[src/rtl/lfsr_gen_if.sv]
// lfsr_gen_if
//   Control/status bundle for the lfsr_gen block. The master side (the user of
//   the generator) drives the shift/load/mode controls and the seed; the slave
//   side (lfsr_gen) returns the registered state and the period-measurement
//   results.
//
//   Signals:
//     sh_en    shift enable, one state advance per cycle while high
//     load     load seed_in as the new state and start state
//     seed_in  seed value used by load (WIDTH bits)
//     mode     feedback form select, 0 = Fibonacci, 1 = Galois
//     q_out    current LFSR state (WIDTH bits)
//     ticks    shifts taken since the start state (CNT_W bits)
//     max_tick one-cycle pulse when the state returns to the start state
//     period   last measured period, 0 until the first wrap (CNT_W bits)
//     lockup   one-cycle pulse when a zero seed was replaced by the reset seed
interface lfsr_gen_if #(
  parameter int WIDTH = 16,
  parameter int CNT_W = 16
);

  logic             sh_en;
  logic             load;
  logic [WIDTH-1:0] seed_in;
  logic             mode;
  logic [WIDTH-1:0] q_out;
  logic [CNT_W-1:0] ticks;
  logic             max_tick;
  logic [CNT_W-1:0] period;
  logic             lockup;

  modport master (
    output sh_en, load, seed_in, mode,
    input  q_out, ticks, max_tick, period, lockup
  );

  modport slave (
    input  sh_en, load, seed_in, mode,
    output q_out, ticks, max_tick, period, lockup
  );

endinterface

[src/rtl/lfsr_gen.sv]
// lfsr_gen
//   Parametrised linear feedback shift register with runtime selection between
//   Fibonacci and Galois feedback, a guarded seed load and a period meter.
//   The period meter counts shifts since the "start" state (the last loaded
//   seed, the reset seed, or the state at which the feedback mode was last
//   switched) and latches the count when the sequence comes back to it.
//
//   Ports:
//     clk    system clock, rising edge
//     rst_n  asynchronous active-low reset, synchronous release expected
//     bus    lfsr_gen_if slave modport carrying sh_en, load, seed_in, mode
//            (inputs) and q_out, ticks, max_tick, period, lockup (outputs)
//
//   Parameters:
//     WIDTH     state width, 3..32
//     FIB_TAPS  Fibonacci tap mask, bit i set means state bit i feeds the XOR
//     GAL_POLY  Galois polynomial mask for the left-shift form, bit 0 set
//     SEED      reset state and replacement for an all-zero load, nonzero
//     CNT_W     width of ticks/period, at least WIDTH
module lfsr_gen #(
  parameter int               WIDTH    = 16,
  parameter logic [WIDTH-1:0] FIB_TAPS = 16'hB400,
  parameter logic [WIDTH-1:0] GAL_POLY = 16'h6801,
  parameter logic [WIDTH-1:0] SEED     = 16'h0001,
  parameter int               CNT_W    = 16
) (
  input  logic        clk,
  input  logic        rst_n,
  lfsr_gen_if.slave   bus
);

  logic [WIDTH-1:0] state;
  logic [WIDTH-1:0] start;
  logic [CNT_W-1:0] ticks;
  logic [CNT_W-1:0] period;
  logic             max_tick;
  logic             lockup;
  logic             mode_q;

  logic [WIDTH-1:0] fib_next;
  logic [WIDTH-1:0] gal_next;
  logic [WIDTH-1:0] shift_next;
  logic [WIDTH-1:0] load_value;
  logic             seed_zero;
  logic             mode_change;
  logic [CNT_W-1:0] ticks_inc;

  // Both feedback forms are computed every cycle; the registered mode picks
  // one. A mode switch is only acted on through mode_q, so the switch cycle
  // itself never shifts with a half-changed feedback selection.
  assign fib_next   = {state[WIDTH-2:0], ^(state & FIB_TAPS)};
  assign gal_next   = {state[WIDTH-2:0], 1'b0} ^ ({WIDTH{state[WIDTH-1]}} & GAL_POLY);
  assign shift_next = mode_q ? gal_next : fib_next;

  // An all-zero seed would lock the register up forever, so it is swapped for
  // the reset seed and flagged.
  assign seed_zero   = (bus.seed_in == '0);
  assign load_value  = seed_zero ? SEED : bus.seed_in;
  assign mode_change = bus.sh_en && (bus.mode != mode_q);

  // Saturating increment shared by the running tick count and the latched
  // period, so a sequence longer than the counter reports all-ones.
  assign ticks_inc = (ticks == '1) ? ticks : ticks + CNT_W'(1);

  // Priority per cycle: load, then mode change, then shift, else hold.
  // Pulse outputs default low every cycle so they can never be held.
  always_ff @(posedge clk or negedge rst_n) begin
    if (!rst_n) begin
      state    <= SEED;
      start    <= SEED;
      ticks    <= '0;
      period   <= '0;
      max_tick <= 1'b0;
      lockup   <= 1'b0;
      mode_q   <= 1'b0;
    end else begin
      mode_q   <= bus.mode;
      max_tick <= 1'b0;
      lockup   <= 1'b0;
      if (bus.load) begin
        state  <= load_value;
        start  <= load_value;
        ticks  <= '0;
        lockup <= seed_zero;
      end else if (mode_change) begin
        // Re-arm the period meter from wherever the sequence currently is,
        // since the new feedback form walks a different cycle.
        start <= state;
        ticks <= '0;
      end else if (bus.sh_en) begin
        state <= shift_next;
        if (shift_next == start) begin
          ticks    <= '0;
          period   <= ticks_inc;
          max_tick <= 1'b1;
        end else begin
          ticks <= ticks_inc;
        end
      end
    end
  end

  assign bus.q_out    = state;
  assign bus.ticks    = ticks;
  assign bus.period   = period;
  assign bus.max_tick = max_tick;
  assign bus.lockup   = lockup;

endmodule

[src/flat_wrapper.sv]
// flat-port wrapper written by rule: the top's interface ports become plain ports
module lfsr_gen_flat 
#(
  parameter int               WIDTH    = 16,
  parameter logic [WIDTH-1:0] FIB_TAPS = 16'hB400,
  parameter logic [WIDTH-1:0] GAL_POLY = 16'h6801,
  parameter logic [WIDTH-1:0] SEED     = 16'h0001,
  parameter int               CNT_W    = 16
)
  (clk, rst_n, bus_sh_en, bus_load, bus_seed_in, bus_mode, bus_q_out, bus_ticks, bus_max_tick, bus_period, bus_lockup);
  lfsr_gen_if #(.WIDTH(WIDTH), .CNT_W(CNT_W)) bus_i ();
  input  logic clk;
  input  logic rst_n;
  input wire logic [$bits(bus_i.sh_en)-1:0] bus_sh_en;
  input wire logic [$bits(bus_i.load)-1:0] bus_load;
  input wire logic [$bits(bus_i.seed_in)-1:0] bus_seed_in;
  input wire logic [$bits(bus_i.mode)-1:0] bus_mode;
  output wire logic [$bits(bus_i.q_out)-1:0] bus_q_out;
  output wire logic [$bits(bus_i.ticks)-1:0] bus_ticks;
  output wire logic [$bits(bus_i.max_tick)-1:0] bus_max_tick;
  output wire logic [$bits(bus_i.period)-1:0] bus_period;
  output wire logic [$bits(bus_i.lockup)-1:0] bus_lockup;
  assign bus_i.sh_en = bus_sh_en;
  assign bus_i.load = bus_load;
  assign bus_i.seed_in = bus_seed_in;
  assign bus_i.mode = bus_mode;
  assign bus_q_out = bus_i.q_out;
  assign bus_ticks = bus_i.ticks;
  assign bus_max_tick = bus_i.max_tick;
  assign bus_period = bus_i.period;
  assign bus_lockup = bus_i.lockup;
  lfsr_gen #(.WIDTH(WIDTH), .FIB_TAPS(FIB_TAPS), .GAL_POLY(GAL_POLY), .SEED(SEED), .CNT_W(CNT_W)) u_core (.clk(clk), .rst_n(rst_n), .bus(bus_i));
endmodule
[config.mk]
export PLATFORM = sky130hd
export DESIGN_NAME = lfsr_gen_flat
export DESIGN_NICKNAME = d
export VERILOG_FILES = /design/src/rtl/lfsr_gen_if.sv /design/src/rtl/lfsr_gen.sv /design/src/flat_wrapper.sv
export SDC_FILE = /design/constraint.sdc
export NUM_CORES = 1
export LEC_CHECK = 0
export ABC_AREA = 1
export BUFFER_PORTS_ARGS = -buffer_cell sky130_fd_sc_hd__clkbuf_2
export CORE_MARGIN = 3
export CORE_UTILIZATION = 42
export DETAILED_ROUTE_END_ITERATION = 16
export PLACE_DENSITY = 0.73
export SETUP_SLACK_MARGIN = 0.1
export SYNTH_ARGS = -nofsm -noshare
export SYNTH_HDL_FRONTEND = slang
export SYNTH_SLANG_ARGS = --single-unit
[constraint.sdc]
create_clock -name clk -period 3.9 [get_ports clk]
set_clock_uncertainty 0.1 [all_clocks]
set_input_delay 0 -clock clk [delete_from_list [all_inputs] [get_ports clk]]
set_output_delay 0 -clock clk [all_outputs]
set_load 0.1 [all_outputs]
==> results.cfg, run 1 <==
[setup_path]
max_stage_delay_ns = 0.63
slowest_stage = nor2_1
cpMostUsedCell = nand2_1
path_max_fanout = 33
crit_path_start_kind = flip-flop
path_class = reg2reg
cp-end-kind = flip-flop
worstPathCellList = o21ai_0, a21oi_1, nor2_1, nand2_1, inv_2, nand3_4, nand2_1, nand2_1
crit_required_ns = 4.03
cp_data_arrival_time_ns = 2.76

[route]
drt_iter0_drc = 252
wl_um = 9820
drcViolationCount = 0
vias = 3825
ant_nets = 0
viasPerCell = 5.18
first_pass_iters = 4
wl_per_cell_um = 13.3

[global_route]
gr-total-overflow = 0
grt_pass1_vias = 3496
grt_use_total_pct = 20.2
grt_pass1_wl_um = 16400
grt_antenna_before_repair = 0
grt_start_max_net_pins = 40

[pwr]
seqPwrFrac_pct = 43.0
p_leak_nw = 2.53
power_w = 0.00186
swShare_pct = 39.3
peakVddDrop_v = 0.000193
pwr-share-clk_pct = 28.5
p_switching_w = 0.000730
combPwrFrac_pct = 28.5
p_int_w = 0.00113
pwr_density_cell_nw_per_um2 = 406

[synthesis]
yosys_warnings = 0
synth_top_area_share_pct = 42.9
synth_top_area_cell = dfrtp_1
ys_top_cells_by_count = nand2_1, dfrtp_1, nor2_1, inv_1, o21ai_0
yosysMostFrequentCell = nand2_1
synthTopCellsByArea = dfrtp_1, nand2_1, o21ai_0
synthArstFlopShare_pct = 100
synthesis.nets = 564
synthCells = 542
yosysUniqueCellTypes = 28
ys_dominant_reg_cell = dfrtp_1
seq_area_frac_synth_pct = 44.3
synth_edf_count = 0
synth-seq-cells = 67
syn_area_um2 = 3790
avgSynthCellArea_um2 = 7.00

[sta]
rsz0062_at_grt = false
finalMaxSlewViolations = 0
hold_viol = 0
tns_ns = 0
fmaxAchievable_mhz = 380
finalCriticalPeriod_ns = 2.63
relSlewSlack_pct = 47.2
finalCritPeriodShare_pct = 67.5
setup_viol = 0
layout_setup_ws_ns = 1.27
tightest_slew_ns = 0.789

[place]
gp_congestion = 0.897
post-place-ws_ns = 1.31
io_buffers = 70
dp_hpwl_um = 7020
dpl_cell_area_um2 = 4200

[floorplan]
rows = 34
die_y_um = 101
io_pins = 71
die_area_um2 = 10200
start_util_pct = 43.3
die_w_um = 101
coreArea_um2 = 8760

[clock_network]
cts_buffers = 9
root_buffer = clkbuf_8
cts_tree = yes
insertion_delay_ns = 0.35
clkTransAtPathRegs_ns = 0.07
h-tree-depth = 3
numClockSinks = 67
clk_path_buf_depth = 2

[finish]
finalNetCount = 648
stdcell_area_um2 = 4580
drive_gt1_share_pct = 16.3
num_antenna_cells = 0
utilization_pct = 52.3
syn_to_final_growth_pct = 20.8

[job]
cap_violations = 0

[worst_hold_path]
hold_path.class = in2reg

[status]
outcome = complete, no violations
[layout by cell type, fill, tap and decap left out, drive strengths merged, types with 3 or more instances in the layout]
cell type	Yosys	routed
inv	57	57
clkbuf	10	81
buf	10	4
nand2	207	207
a21oi	8	8
a22oi	5	5
dfrtp	65	65
nor2	57	57
xor2	6	6
nand4	21	21
dlygate4sd3	0	20
o21bai	5	5
o21ai	50	50
nand3	32	32
clkinv	1	3
[cells by family after synthesis]
group / after synthesis / share of synthesized area, %
buffers and inverters: 78 / 8.45
and+or+nand+nor: 318 / 35.2
xor gates and xnor gates: 7 / 1.62
AOI/OAI and AO/OA: 71 / 10.2
DFF: 67 / 44.3
adders and majority gates: 1 / 0.330
[critical path, delay by kind of cell (launching register included)]
family	cells	cell delay [ns]
AO/OA/AOI/OAI	2	0.28
buffers and inverters	1	0.43
flip-flops	1	0.47
AND/OR/NAND/NOR	5	1.24
[area by class of cell]
class	count	area, um^2
inverter	58	218
clock buffer	12	155
timing repair buffer	93	573
multi-input combinational	397	1800
sequential	67	1680
tap	108	135
fill	848	4180
clock inverter	4	25.0
[worst paths after layout]
| kind | from | end | slack [ns] | depth (start not counted) |
|---|---|---|---|---|
| max in group asynchronous | rst_n | u_core.start[0] | 2.60 | 3 |
| min in group asynchronous | rst_n | u_core.bus.lockup | 0.14 | 2 |
| worst max register to register | u_core.mode_q | u_core.bus.period[1] | 1.27 | 8 |
| worst min-delay path | bus_sh_en | u_core.start[15] | 0.03 | 5 |
| worst max-delay path | u_core.mode_q | u_core.bus.period[1] | 1.27 | 8 |
| worst min register to register | u_core.bus.period[9] | u_core.bus.period[9] | 0.37 | 2 |
[flip-flops by register name, summed over array words and instances (netlist names)]
name                 count
u_core.start            16
u_core.bus.period       16
u_core.mode_q            1
u_core.bus.max_tick      1
u_core.bus.ticks        16
u_core.bus.q_out        16
u_core.bus.lockup        1
[power by group through the flow]
stage,Sequential [W],Combinational [W],Clock (W)
global placement,0.000810,0.000507,0
floorplan,0.00100,0.000210,0
global route,0.000807,0.000584,0.000578
CTS,0.000799,0.000530,0.000541
detailed placement,0.000812,0.000514,0
finish,0.000800,0.000530,0.000530
[metrics by stage]
stage,instances,hold WS (ns)
2_1_floorplan,542,-0.396
3_3_place_gp,703,-0.00737
3_5_place_dp,703,-0.0113
4_1_cts,739,0.0150
5_1_grt,739,0.0417
6_report,739,0.0306
[repair_timing]
item,in CTS,in global routing
hold buffers,20,0
setup buffers,0,0
hold endpoints to repair,61,0
gates resized for setup,0,0
[metal layers]
metal | part of all wire [%] | vias to the layer above | track usage (%)
met3 | 7.5 | 24 | 4.91
met5 | 0 | - | 0
li1 | - | 1894 | -
met2 | 46 | 148 | 31.9
met1 | 44 | 1759 | 26.7
met4 | 2.4 | 0 | 7.77
No activity file was read; power rests on OpenSTA's default activity.
==> run 2: changes to the inputs <==
PLACE_DENSITY = 0.76   (was 0.73)
clock period = 2.26 ns   (was 3.9 ns; I/O delays follow)
==> results.cfg, run 2 (synthesis results as in run 1) <==
[sta]
finalCriticalPeriod_ns = 2.04
fmaxAchievable_mhz = 489
tns_ns = 0
tightest_slew_ns = 0.973
setup_viol = 0
relSlewSlack_pct = 35.1
hold_viol = 0
finalMaxSlewViolations = 0
rsz0062_at_grt = false
finalCritPeriodShare_pct = 90.5
hold_slack_ns = 0.0233

[finish]
mostFrequentLayoutCells = nand2_1, clkbuf_2, nor2_1, inv_1, o21ai_0
fin_cells = 747
finalNetCount = 656
fillCellCount = 842
drive_gt1_share_pct = 21.8
final_common_cell = nand2_1
syn_to_final_growth_pct = 24.0
num_antenna_cells = 0

[pwr]
peakVddDrop_v = 0.000441
p_int_w = 0.00202
pwr-share-clk_pct = 29.5
p_leak_nw = 2.52
p_switching_w = 0.00128
swShare_pct = 38.7
pwr_density_cell_nw_per_um2 = 701
seqPwrFrac_pct = 42.1
combPwrFrac_pct = 28.5

[job]
cap_violations = 0

[setup_path]
cp-end-kind = flip-flop
cp_data_arrival_time_ns = 2.17
path_class = reg2reg
crit_required_ns = 2.38
crit_path_start_kind = flip-flop
path_max_fanout = 13

[route]
wl_um = 10300
viasPerCell = 5.20
drcViolationCount = 0
vias = 3883
ant_nets = 0
drt_iter0_drc = 189
first_pass_iters = 5
wl_per_cell_um = 13.8

[clock_network]
h-tree-depth = 3
root_buffer = clkbuf_8
clk_path_buf_depth = 2
cts_buffers = 9
numClockSinks = 67
cts_tree = yes
insertion_delay_ns = 0.35
clkTransAtPathRegs_ns = 0.08

[floorplan]
die_w_um = 101
coreArea_um2 = 8760
die_area_um2 = 10200
rows = 34
io_pins = 71
die_y_um = 101
start_util_pct = 43.3

[status]
outcome = complete, no violations

[place]
dp_hpwl_um = 7320
gp_congestion = 0.910
io_buffers = 70
dpl.cell_count = 708

[global_route]
grt_use_met1_pct = 25.0
grt_antenna_before_repair = 0
grt_use_met3_pct = 4.22
gr-total-overflow = 0
grt_use_total_pct = 20.8
grt_pass1_wl_um = 16900
top_usage_layer = met2
gr-usage-met2_pct = 35.3
grt_start_max_net_pins = 45
grt_pass1_vias = 3721

[worst_hold_path]
hold_path.class = in2reg
-- run 2: cell types whose count changed in the layout (fill, tap and decap cells not counted), moves of 2 or more --
| cell | delta |
|---|---|
| buf_4 | +6 |
| dfrtp_2 | +27 |
| clkbuf_8 | -2 |
| dfrtp_1 | -27 |
-- run 2: timing repair --
action                     in CTS  in global routing
resized for setup               0                  2
setup buffers                   0                  2
hold endpoints to repair       73                  0
hold buffers                   21                  0
setup endpoints to repair       0                 28
-- run 2: layout make-up --
| type | count | area, um^2 | share of cell area [%] |
|---|---|---|---|
| clock buffer | 11 | 131 | 2.79 |
| clock inverter | 5 | 55.1 | 1.17 |
| inverter | 58 | 221 | 4.71 |
| multi-input combinational | 397 | 1800 | 38.3 |
| sequential | 67 | 1710 | 36.4 |
| tap | 108 | 135 | 2.87 |
| timing repair buffer | 100 | 638 | 13.6 |
| timing repair inverter | 1 | 5.00 | 0.106 |
-- run 2: worst paths after layout --
| check | start | endpoint | slack (ns) | depth (start not counted) |
|---|---|---|---|---|
| min in group asynchronous | rst_n | u_core.bus.ticks[3] | 0.25 | 2 |
| min | bus_load | u_core.bus.lockup | 0.02 | 3 |
| min reg2reg | u_core.bus.period[8] | u_core.bus.period[8] | 0.37 | 2 |
| max | u_core.mode_q | u_core.start[6] | 0.22 | 7 |
| max reg2reg | u_core.mode_q | u_core.start[6] | 0.22 | 7 |
| max in group asynchronous | rst_n | u_core.bus.q_out[9] | 1.02 | 3 |
-- run 2: power by group through the flow --
stage	Clock, W	Sequential (W)	Combinational (W)
2_1_floorplan	0	0.00174	0.000361
3_3_place_gp	0	0.00140	0.000891
3_5_place_dp	0	0.00141	0.000903
4_1_cts	0.000984	0.00139	0.000933
5_1_grt	0.00105	0.00140	0.00102
6_report	0.000971	0.00139	0.000938
-- run 2: metal layers --
| layer | wire length (um) | up-vias |
|---|---|---|
| met5 | 0 | - |
| met4 | 387 | 0 |
| met3 | 676 | 38 |
| met2 | 5020 | 155 |
| met1 | 4240 | 1780 |
| li1 | - | 1910 |
-- run 2: stage by stage --
stage | setup slack, ns | power [W] | util, % | area (um^2)
3_5_place_dp | 0.233 | 0.00231 | 48.9 | 4290
5_1_grt | 0.0862 | 0.00347 | 53.6 | 4700
2_1_floorplan | 0.106 | 0.00210 | - | 3830
4_1_cts | 0.126 | 0.00330 | 53.4 | 4680
3_3_place_gp | 0.251 | 0.00229 | 48.9 | 4290
6_report | 0.215 | 0.00330 | 53.6 | 4700
-- run 2: worst max-delay path: stages, from the launching register on --
cell        delay [ns]
dfrtp_1           0.47
o21ai_0           0.21
a21oi_1           0.10
nor2_1            0.16
buf_4             0.24
clkinvlp_2        0.35
o21ai_0           0.17
o21ai_0           0.10
==> run 3: changes to the inputs <==
CORE_UTILIZATION = 50   (was 42)
PLACE_DENSITY = 0.86   (was 0.76)
==> results.cfg, run 3 (synthesis results as in run 1) <==
[finish]
final_common_cell = nand2_1
mostFrequentLayoutCells = nand2_1, clkbuf_2, nor2_1, inv_1, o21ai_0
drive_gt1_share_pct = 21.8
finalNetCount = 655
syn_to_final_growth_pct = 24.1
fillCellCount = 617
num_antenna_cells = 0
seq_area_um2 = 1710
multiInputGateArea_um2 = 1810
utilization_pct = 64.5

[route]
vias = 3977
wl_per_cell_um = 13.7
ant_nets = 0
viasPerCell = 5.40
wl_um = 10100
first_pass_iters = 5
drcViolationCount = 0
drt_iter0_drc = 334

[setup_path]
crit_required_ns = 2.39
crit_path_start_kind = flip-flop
cp-end-kind = flip-flop
path_class = reg2reg
cp_data_arrival_time_ns = 2.15
path_delay_family = simple AND/OR/NAND/NOR gates
worstPathCellList = inv_2, nand2_1, nand2_1, nor2_1, nand2_1, nor2_1, nand2_2, nor2_8, buf_12, nand2_4, nand3_1, nand2_1
cpMostUsedCell = nand2_1
max_stage_delay_ns = 0.56
path_max_fanout = 16
worst-path-buf-inv = 2
slowest_stage = dfstp_2

[clock_network]
numClockSinks = 67
cts_buffers = 9
insertion_delay_ns = 0.34
root_buffer = clkbuf_8
h-tree-depth = 3
clkTransAtPathRegs_ns = 0.07
cts_tree = yes
clk_path_buf_depth = 2

[sta]
hold_viol = 0
fmaxAchievable_mhz = 496
finalCriticalPeriod_ns = 2.02
rsz0062_at_grt = false
tightest_slew_ns = 0.572
tns_ns = 0
setup_viol = 0
finalCritPeriodShare_pct = 89.2
finalMaxSlewViolations = 0
relSlewSlack_pct = 62.1

[pwr]
peakVddDrop_v = 0.000468
pwr_density_cell_nw_per_um2 = 704
p_leak_nw = 2.54

[floorplan]
rows = 31
start_util_pct = 52.0
die_y_um = 93.1
die_area_um2 = 8670
coreArea_um2 = 7290
die_w_um = 93.1
io_pins = 71

[global_route]
grt_antenna_before_repair = 0
gr-total-overflow = 0
grt_use_total_pct = 24.4
grt_pass1_vias = 3711
grt_start_max_net_pins = 33
grt_pass1_wl_um = 16900

[place]
dp_hpwl_um = 7070
gp_congestion = 0.911
io_buffers = 70

[status]
outcome = complete, no violations

[worst_hold_path]
hold_path.class = in2async

[job]
cap_violations = 0
[run 3: changes by cell type in the layout (fill, tap and decap cells not counted), sizes merged]
cell and delta:
inv +1, clkinv -1, buf +1, clkinvlp -2, clkbuf +1, dlygate4sd3 -1
[run 3: area by class of cell]
class	count	area share [%]
clock buffer	12	3.09
multi-input combinational	397	38.4
sequential	67	36.4
inverter	58	4.63
timing repair buffer	100	13.8
tap	99	2.63
clock inverter	4	1.06
[run 3: metal layers]
metal	global-route usage (%)	vias up	wire length, um
met1	31.4	1826	4250
li1	-	1911	-
met3	5.95	37	759
met4	11.2	0	326
met2	38.8	203	4760
met5	0	-	0
[run 3: final timing paths]
check	start	to	slack [ns]	depth (start not counted)
setup / recovery	u_core.bus.q_out[0]	u_core.bus.ticks[13]	0.24	12
hold / removal	rst_n	u_core.bus.ticks[5]	0.01	2
setup reg to reg	u_core.bus.q_out[0]	u_core.bus.ticks[13]	0.24	12
hold reg to reg	u_core.bus.period[10]	u_core.bus.period[10]	0.37	2
max in group asynchronous	rst_n	u_core.bus.q_out[0]	1.31	3
min in group clk	bus_sh_en	u_core.start[15]	0.02	5
[run 3: worst register-to-register path, cell delays in order, from the launching register on]
cell     delay (ns)
dfstp_2        0.56
inv_2          0.04
nand2_1        0.05
nand2_1        0.06
nor2_1         0.10
nand2_1        0.06
nor2_1         0.18
nand2_2        0.12
nor2_8         0.17
buf_12         0.14
nand2_4        0.12
nand3_1        0.14
nand2_1        0.06
[run 3: power by group]
part	total (W)	internal, W	switching (W)
registers	0.00139	0.00130	0.0000843
logic	0.000946	0.000209	0.000737
clock network	0.000981	0.000538	0.000442
total	0.00331	0.00205	0.00126
[run 3: what timing repair did]
action,CTS,global route
hold buffers,20,0
setup endpoints to repair,0,34
buffers inserted,0,4
hold endpoints to repair,99,0
gates resized for setup,0,3
[run 3: stage by stage]
stage / cell area, um^2 / cells / total power, W / setup slack, ns / hold WS [ns]
floorplan: 3830 / 542 / 0.00210 / 0.106 / -0.396
global placement: 4270 / 698 / 0.00229 / 0.254 / -0.151
detailed placement: 4270 / 698 / 0.00231 / 0.169 / -0.158
CTS: 4660 / 734 / 0.00331 / 0.104 / 0.0102
global route: 4700 / 737 / 0.00348 / 0.103 / 0.0161
finish: 4700 / 737 / 0.00331 / 0.244 / 0.0120
